==> config.mk <==
export PLATFORM = sky130hd
export DESIGN_NAME = rom_bus_arbiter
export DESIGN_NICKNAME = d
export VERILOG_FILES = /design/src/rtl/rom_bus_arbiter.sv
export SDC_FILE = /design/constraint.sdc
export NUM_CORES = 1
export LEC_CHECK = 0
export ABC_AREA = 1
export BUFFER_PORTS_ARGS = -buffer_cell sky130_fd_sc_hd__buf_2
export CORE_MARGIN = 2
export CORE_UTILIZATION = 35
export CTS_CLUSTER_SIZE = 12
export DETAILED_ROUTE_END_ITERATION = 16
export GPL_TIMING_DRIVEN = 0
export PLACE_DENSITY_LB_ADDON = 0.2
export SLEW_MARGIN = 20
export SYNTH_ARGS = -nofsm -noshare
export SYNTH_HDL_FRONTEND = slang
export SYNTH_SLANG_ARGS = --single-unit
==> constraint.sdc <==
create_clock -name HCLK -period 3.15 [get_ports HCLK]
set_input_delay 0.1575 -clock HCLK [delete_from_list [all_inputs] [get_ports HCLK]]
set_output_delay 0.1575 -clock HCLK [all_outputs]
set_load 0.01 [all_outputs]
==> src/rtl/rom_bus_arbiter.sv <==
// Two-port arbiter in front of a word-wide instruction memory: fetch and load/store
// take turns on ties, dwords become two beats, and byte/half stores read-modify-write.
module rom_bus_arbiter #(
  parameter logic [63:0] MEM_BASE = 64'h0,
  parameter int          MEM_SIZE = 256
) (
  input  logic        HCLK,
  input  logic        HRESETn,
  input  logic        if_req,
  input  logic [63:0] if_addr,
  output logic        if_ready,
  output logic [31:0] if_rdata,
  output logic        if_err,
  input  logic        ls_req,
  input  logic        ls_we,
  input  logic [1:0]  ls_size,
  input  logic [63:0] ls_addr,
  input  logic [63:0] ls_wdata,
  output logic        ls_ready,
  output logic [63:0] ls_rdata,
  output logic        ls_err,
  output logic [63:0] HADDR,
  output logic [63:0] HWDATA,
  output logic        HWRITE,
  input  logic [63:0] HRDATA
);

  localparam logic [2:0] S_IDLE   = 3'd0;
  localparam logic [2:0] S_BEAT0  = 3'd1;
  localparam logic [2:0] S_BEAT1  = 3'd2;
  localparam logic [2:0] S_RMW_WR = 3'd3;
  localparam logic [2:0] S_DONE   = 3'd4;

  // The top word of the window is excluded from beat addresses.
  localparam logic [63:0] LIMIT = MEM_BASE + 64'(MEM_SIZE) - 64'd4;

  function automatic logic in_window(input logic [63:0] a);
    return (a >= MEM_BASE) && (a < LIMIT);
  endfunction

  function automatic logic ls_aligned(input logic [1:0] size, input logic [63:0] a);
    logic ok;
    case (size)
      2'd0:    ok = 1'b1;
      2'd1:    ok = (a[0] == 1'b0);
      2'd2:    ok = (a[1:0] == 2'b00);
      default: ok = (a[2:0] == 3'b000);
    endcase
    return ok;
  endfunction

  function automatic logic [31:0] size_mask(input logic [1:0] size);
    logic [31:0] m;
    case (size)
      2'd0:    m = 32'h0000_00FF;
      2'd1:    m = 32'h0000_FFFF;
      default: m = 32'hFFFF_FFFF;
    endcase
    return m;
  endfunction

  logic [2:0]  r_state;
  logic        r_last_grant;
  logic        r_is_ls;
  logic        r_we;
  logic [1:0]  r_size;
  logic [63:0] r_wa;
  logic [1:0]  r_lane;
  logic [63:0] r_wdata;
  logic [31:0] r_buf;
  logic [63:0] r_haddr;
  logic [31:0] r_hwdata;
  logic        r_hwrite;
  logic        r_if_ready;
  logic [31:0] r_if_rdata;
  logic        r_if_err;
  logic        r_ls_ready;
  logic [63:0] r_ls_rdata;
  logic        r_ls_err;

  logic        w_any;
  logic        w_pick_ls;
  logic [63:0] w_addr;
  logic [63:0] w_wa;
  logic [1:0]  w_size;
  logic        w_we;
  logic        w_aligned;
  logic        w_win;
  logic        w_ok;
  logic [4:0]  w_sh;
  logic [31:0] w_smask;
  logic [31:0] w_sub;
  logic [31:0] w_merged;
  logic        w_unused;

  // A tie goes to whichever port did not win last time.
  assign w_any     = if_req | ls_req;
  assign w_pick_ls = ls_req & (~if_req | ~r_last_grant);
  assign w_addr    = w_pick_ls ? ls_addr : if_addr;
  assign w_wa      = {w_addr[63:2], 2'b00};
  assign w_size    = w_pick_ls ? ls_size : 2'd2;
  assign w_we      = w_pick_ls & ls_we;
  assign w_aligned = w_pick_ls ? ls_aligned(ls_size, ls_addr) : (if_addr[1:0] == 2'b00);
  assign w_win     = in_window(w_wa) && ((w_size != 2'd3) || in_window(w_wa + 64'd4));
  assign w_ok      = w_aligned & w_win;

  assign w_sh      = {r_lane, 3'b000};
  assign w_smask   = size_mask(r_size);
  assign w_sub     = (HRDATA[31:0] >> w_sh) & w_smask;
  assign w_merged  = (HRDATA[31:0] & ~(w_smask << w_sh)) | ((r_wdata[31:0] & w_smask) << w_sh);
  assign w_unused  = ^HRDATA[63:32];

  assign HADDR    = r_haddr;
  assign HWDATA   = {32'h0000_0000, r_hwdata};
  assign HWRITE   = r_hwrite;
  assign if_ready = r_if_ready;
  assign if_rdata = r_if_rdata;
  assign if_err   = r_if_err;
  assign ls_ready = r_ls_ready;
  assign ls_rdata = r_ls_rdata;
  assign ls_err   = r_ls_err;

  // Transaction sequencer; bus and response outputs are registered on entry to each state.
  always_ff @(posedge HCLK or negedge HRESETn) begin
    if (!HRESETn) begin
      r_state      <= S_IDLE;
      r_last_grant <= 1'b0;
      r_is_ls      <= 1'b0;
      r_we         <= 1'b0;
      r_size       <= 2'd0;
      r_wa         <= 64'h0;
      r_lane       <= 2'd0;
      r_wdata      <= 64'h0;
      r_buf        <= 32'h0;
      r_haddr      <= 64'h0;
      r_hwdata     <= 32'h0;
      r_hwrite     <= 1'b0;
      r_if_ready   <= 1'b0;
      r_if_rdata   <= 32'h0;
      r_if_err     <= 1'b0;
      r_ls_ready   <= 1'b0;
      r_ls_rdata   <= 64'h0;
      r_ls_err     <= 1'b0;
    end else begin
      r_if_ready <= 1'b0;
      r_ls_ready <= 1'b0;
      r_haddr    <= 64'h0;
      r_hwdata   <= 32'h0;
      r_hwrite   <= 1'b0;
      case (r_state)
        S_IDLE: begin
          if (w_any) begin
            r_is_ls      <= w_pick_ls;
            r_last_grant <= w_pick_ls;
            r_we         <= w_we;
            r_size       <= w_size;
            r_wa         <= w_wa;
            r_lane       <= w_addr[1:0];
            r_wdata      <= ls_wdata;
            if (!w_ok) begin
              r_state <= S_DONE;
              if (w_pick_ls) begin
                r_ls_ready <= 1'b1;
                r_ls_err   <= 1'b1;
                r_ls_rdata <= 64'h0;
              end else begin
                r_if_ready <= 1'b1;
                r_if_err   <= 1'b1;
                r_if_rdata <= 32'h0;
              end
            end else begin
              r_state <= S_BEAT0;
              r_haddr <= w_wa;
              if (w_we && (w_size[1] == 1'b1)) begin
                r_hwrite <= 1'b1;
                r_hwdata <= ls_wdata[31:0];
              end
            end
          end
        end
        S_BEAT0: begin
          if (!r_is_ls) begin
            r_if_rdata <= HRDATA[31:0];
            r_if_err   <= 1'b0;
            r_if_ready <= 1'b1;
            r_state    <= S_DONE;
          end else begin
            case (r_size)
              2'd3: begin
                r_buf   <= HRDATA[31:0];
                r_haddr <= r_wa + 64'd4;
                r_state <= S_BEAT1;
                if (r_we) begin
                  r_hwrite <= 1'b1;
                  r_hwdata <= r_wdata[63:32];
                end
              end
              2'd2: begin
                r_ls_rdata <= r_we ? 64'h0 : {32'h0000_0000, HRDATA[31:0]};
                r_ls_err   <= 1'b0;
                r_ls_ready <= 1'b1;
                r_state    <= S_DONE;
              end
              default: begin
                if (r_we) begin
                  r_haddr  <= r_wa;
                  r_hwrite <= 1'b1;
                  r_hwdata <= w_merged;
                  r_state  <= S_RMW_WR;
                end else begin
                  r_ls_rdata <= {32'h0000_0000, w_sub};
                  r_ls_err   <= 1'b0;
                  r_ls_ready <= 1'b1;
                  r_state    <= S_DONE;
                end
              end
            endcase
          end
        end
        S_BEAT1: begin
          r_ls_rdata <= r_we ? 64'h0 : {HRDATA[31:0], r_buf};
          r_ls_err   <= 1'b0;
          r_ls_ready <= 1'b1;
          r_state    <= S_DONE;
        end
        S_RMW_WR: begin
          r_ls_rdata <= 64'h0;
          r_ls_err   <= 1'b0;
          r_ls_ready <= 1'b1;
          r_state    <= S_DONE;
        end
        S_DONE: begin
          r_state <= S_IDLE;
        end
        default: begin
          r_state <= S_IDLE;
        end
      endcase
    end
  end

endmodule

==> implementation parameters <==
Parameter                              Value

Outcome
  Result of the run    complete, but fails checks
  Violated checks    setup timing

Yosys
  Cell count after synthesis    between 3000 and 4000
  Average cell area after synthesis    between 6 and 7 um2
  Number of distinct library cells after synthesis    51
  Number of storage elements in the synthesis netlist    358
  Fraction of the yosys area taken by sequential cells    41.7%
  Fraction of synthesized cell area taken by the top area cell type    41.7%
  Most instantiated flip-flop cell in the synthesis netlist    sky130_fd_sc_hd__dfrtp_1
  Post-synth top area cell    sky130_fd_sc_hd__dfrtp_1
  Mapped Area    0.0215 mm2
  Proportion of register bits with asynchronous set or reset after synthesis    100%
  Biggest area contributors in the synthesized netlist    sky130_fd_sc_hd__dfrtp_1 42%, sky130_fd_sc_hd__nand2_1 19%, sky130_fd_sc_hd__nand3_1 6.0%
  Number of flops mapped to enable cells by yosys    0
  Synthesis Warnings    0

Die
  Initial Util    35.5%
  Area enclosed by the die boundary    0.0633 mm2
  Number of primary I/O pins    492
  Core Region    0.0605 mm2
  Die height    252 um
  Number of cell rows    90
  Horizontal die dimension    252 um

STA
  Max-slew violation count    0
  Period minus WS final    3.62 ns
  Fmax    0.277 GHz
  Number of endpoints failing setup at the final stage    141
  Total negative slack    -54.04 ns
  Worst slew margin    33.9%
  Least-Margin Pin Slew    around 0.99 ns
  Worst Skew    0.0180 ns
  Unrepaired setup endpoints after global routing    yes
  Hold violation total from the final report    0
  Slack of the critical path    -0.466 ns
  Fraction of the cycle the final worst path needs    115%

Critical path
  Worst Setup End Kind    flop
  Worst Reg2Reg Path Length in Cells    25
  Crit path capture    r_hwdata[14]
  RR Endpoint    r_hwdata[14]
  Register-to-register path setup slack    -0.47 ns
  WP data arrival    4.09 ns
  Source of the worst register-to-register timing path    r_is_ls
  Worst EP required    3.63 ns
  CP Class    reg -> reg
  Start point of the critical path    r_is_ls
  CP Launch Type    flop
  CP max FO    10

Min path
  Critical hold path startpoint    if_addr[44]
  Kind of path behind the tightest hold check    in -> reg

Clock network
  Clock latency on the worst-skew pair    0.57 ns
  Library cell used as clock root buffer    sky130_fd_sc_hd__clkbuf_16
  Clock-pin transition on the worst setup and hold timing paths    ~0.06 ns
  Count of clock tree sinks    358
  Clock tree from TritonCTS    done
  Total CTS buffers    40
  Maximum level of the CTS H-tree    2
  Clock Tree Buf Depth    3

Place
  Total of buffers placed on input and output ports    423
  Placer congestion estimate    0.992
  Post-DP HPWL    78100 um
  Placed cell count    between 4000 and 5000
  Placement-stage cell area    ~0.025 mm2

Detailed routing
  Wire length reported by the detailed router    99300 um
  WL/cell    21.5 um
  Pre-antenna DRT Iters    7
  Average vias per placed instance    5.25
  Drc violations    0
  Violation count after the first detailed-routing iteration    2123
  Routed length on met1    40000 um
  DR WL met2    47700 um
  Top metal layer carrying routed signals    met4
  Met3 Routed Length    approximately 6000 um
  Antenna violation net count after detailed routing    0
  Number of vias after detailed routing    24200

Finish
  Post-route cell area    between 0.02 and 0.03 mm2
  Growth of design area from synthesis to finish    35.1%
  Non-Filler Instances    4614
  Fraction of final layout cells sized beyond drive strength 1    23.4%
  Final #Nets    4068

Global routing
  Number of global-route vias before repair    23700
  Wire length of the first global-routing pass    between 100000 and 150000 um
  Pin count of the biggest net entering global routing    83
  Number of antenna violations at the first check in global routing    2
  Total Routing Usage GR    between 30% and 40%
  Grt total ovfl    0

Power
  Largest voltage drop on the vdd net    0.000368 V
  Leakage power    14.7 nW
  Power density relative to cell area    roughly 630 mW/mm2

Run
  Reported max-cap violation count    0
[flip-flops by register name, indices dropped and copies added (netlist names), 2 cells and up]
name,flops
HADDR,62
if_rdata,32
ls_rdata,64
r_buf,32
r_hwdata,32
r_lane,2
r_size,2
r_state,3
r_wa,62
r_wdata,60
[per-layer routing]
metal	vias up	global-route usage, %
met4	0	15.5
met1	11400	38.0
met2	1039	52.4
met5	-	0
met3	260	4.08
li1	11500	-
[kinds of logic after synthesis]
group                      after synthesis  share of synthesized area [%]
AOI/OAI and AO/OA                      490                           13.5
xor gates and xnor gates                15                          0.612
adders and majority gates                1                         0.0583
buffers and inverters                  506                           9.89
DFF                                    358                           41.7
other                                    1                         0.0175
and+or+nand+nor                       1756                           34.1
[cell usage after synthesis (20+ instances only)]
library cell	instances
sky130_fd_sc_hd__o21ai_0	245
sky130_fd_sc_hd__nand3b_1	20
sky130_fd_sc_hd__buf_2	20
sky130_fd_sc_hd__nor2_1	266
sky130_fd_sc_hd__buf_4	41
sky130_fd_sc_hd__nand3_1	259
sky130_fd_sc_hd__dfrtp_1	358
sky130_fd_sc_hd__nand4_1	49
sky130_fd_sc_hd__a21oi_1	64
sky130_fd_sc_hd__inv_1	317
sky130_fd_sc_hd__nand2_1	1061
sky130_fd_sc_hd__nor3_1	55
sky130_fd_sc_hd__o22ai_1	56
sky130_fd_sc_hd__clkbuf_1	105
[what timing repair did]
item,4_1_cts,5_1_grt
endpoints found under the setup margin,305,197
hold buffers,106,0
buffers inserted,46,21
endpoints found under the hold margin,245,0
gates resized for setup,334,81
pin swaps,55,39
gates cloned,2,1
[layout make-up]
class	count	area, um2
diodes	3	7.51
plain buffers	179	1100
clock buffers	60	1180
clock inverters	7	42.5
fillers	6283	31500
inverters	326	1230
multi-input cells	2296	11600
flip-flops and latches	358	8960
well taps	782	978
repair buffers	603	3890
[critical path: stages (launching register included)]
cell and delay (ns):
sky130_fd_sc_hd__dfrtp_1 0.39, sky130_fd_sc_hd__nand2_4 0.13, sky130_fd_sc_hd__nand2_4 0.10, sky130_fd_sc_hd__buf_12 0.14, sky130_fd_sc_hd__buf_8 0.14, sky130_fd_sc_hd__nand2_1 0.07
sky130_fd_sc_hd__nand2_2 0.13, sky130_fd_sc_hd__nand2_2 0.11, sky130_fd_sc_hd__nor2_4 0.18, sky130_fd_sc_hd__nand2_1 0.12, sky130_fd_sc_hd__nor2_4 0.16, sky130_fd_sc_hd__buf_4 0.15
sky130_fd_sc_hd__nand3_1 0.07, sky130_fd_sc_hd__nand2_1 0.07, sky130_fd_sc_hd__nand2_1 0.05, sky130_fd_sc_hd__nor2_1 0.17, sky130_fd_sc_hd__nand2_1 0.11, sky130_fd_sc_hd__nor2_2 0.12
sky130_fd_sc_hd__nand2_1 0.06, sky130_fd_sc_hd__nor2_1 0.11, sky130_fd_sc_hd__nand2_2 0.12, sky130_fd_sc_hd__nand2_4 0.12, sky130_fd_sc_hd__buf_4 0.15, sky130_fd_sc_hd__nand3_4 0.16
sky130_fd_sc_hd__clkbuf_16 0.24, sky130_fd_sc_hd__o21ai_0 0.16
[worst min path at each step]
stage | depth (start not counted) | end
floorplan | 0 | HADDR[10]
global placement | 3 | r_wdata[62]
detailed placement | 1 | if_rdata[30]
CTS | 5 | r_wa[42]
global route | 5 | r_wa[44]
finish | 5 | r_wa[44]
[per-stage QoR]
step / hold WS, ns / power, mW / setup slack (ns) / util (%)
2_1_floorplan: -0.138 / 10.2 / 0.257 / -
3_3_place_gp: 0.366 / 12.9 / -5.38 / 40.8
3_5_place_dp: 0.163 / 12.9 / -1.52 / 41.0
4_1_cts: 0.0000324 / 18.1 / -0.409 / 47.3
5_1_grt: 0.0265 / 19.3 / -0.653 / 47.9
6_report: 0.0112 / 18.3 / -0.466 / 48.0
[layout by cell type (no fill, tap or decap), types with 16 or more instances in the layout]
master                          instances
sky130_fd_sc_hd__nand2_1              958
sky130_fd_sc_hd__buf_2                427
sky130_fd_sc_hd__dfrtp_1              357
sky130_fd_sc_hd__inv_1                315
sky130_fd_sc_hd__nand3_1              251
sky130_fd_sc_hd__o21ai_0              221
sky130_fd_sc_hd__nor2_1               172
sky130_fd_sc_hd__clkbuf_1             107
sky130_fd_sc_hd__dlygate4sd3_1        106
sky130_fd_sc_hd__buf_4                103
sky130_fd_sc_hd__nand2_2               90
sky130_fd_sc_hd__a21oi_1               63
sky130_fd_sc_hd__nor2_4                53
sky130_fd_sc_hd__nor2_2                53
sky130_fd_sc_hd__nand4_1               49
sky130_fd_sc_hd__o22ai_1               49
sky130_fd_sc_hd__nor3_1                46
sky130_fd_sc_hd__clkbuf_16             42
sky130_fd_sc_hd__conb_1                34
sky130_fd_sc_hd__o21ai_1               21
sky130_fd_sc_hd__nand3b_1              20
sky130_fd_sc_hd__nand2_4               18
sky130_fd_sc_hd__a22oi_1               18
sky130_fd_sc_hd__o32ai_1               17
sky130_fd_sc_hd__nor4_1                16
[where the power goes]
part           internal [mW]  total, mW  switching (mW)  leakage (nW)
Combinational           2.25       7.72            5.48          9.49
Sequential              5.43       6.14           0.708          4.61
Clock                   2.57       4.48            1.91         0.592
Note: power is estimated with default switching activity, not from simulation.
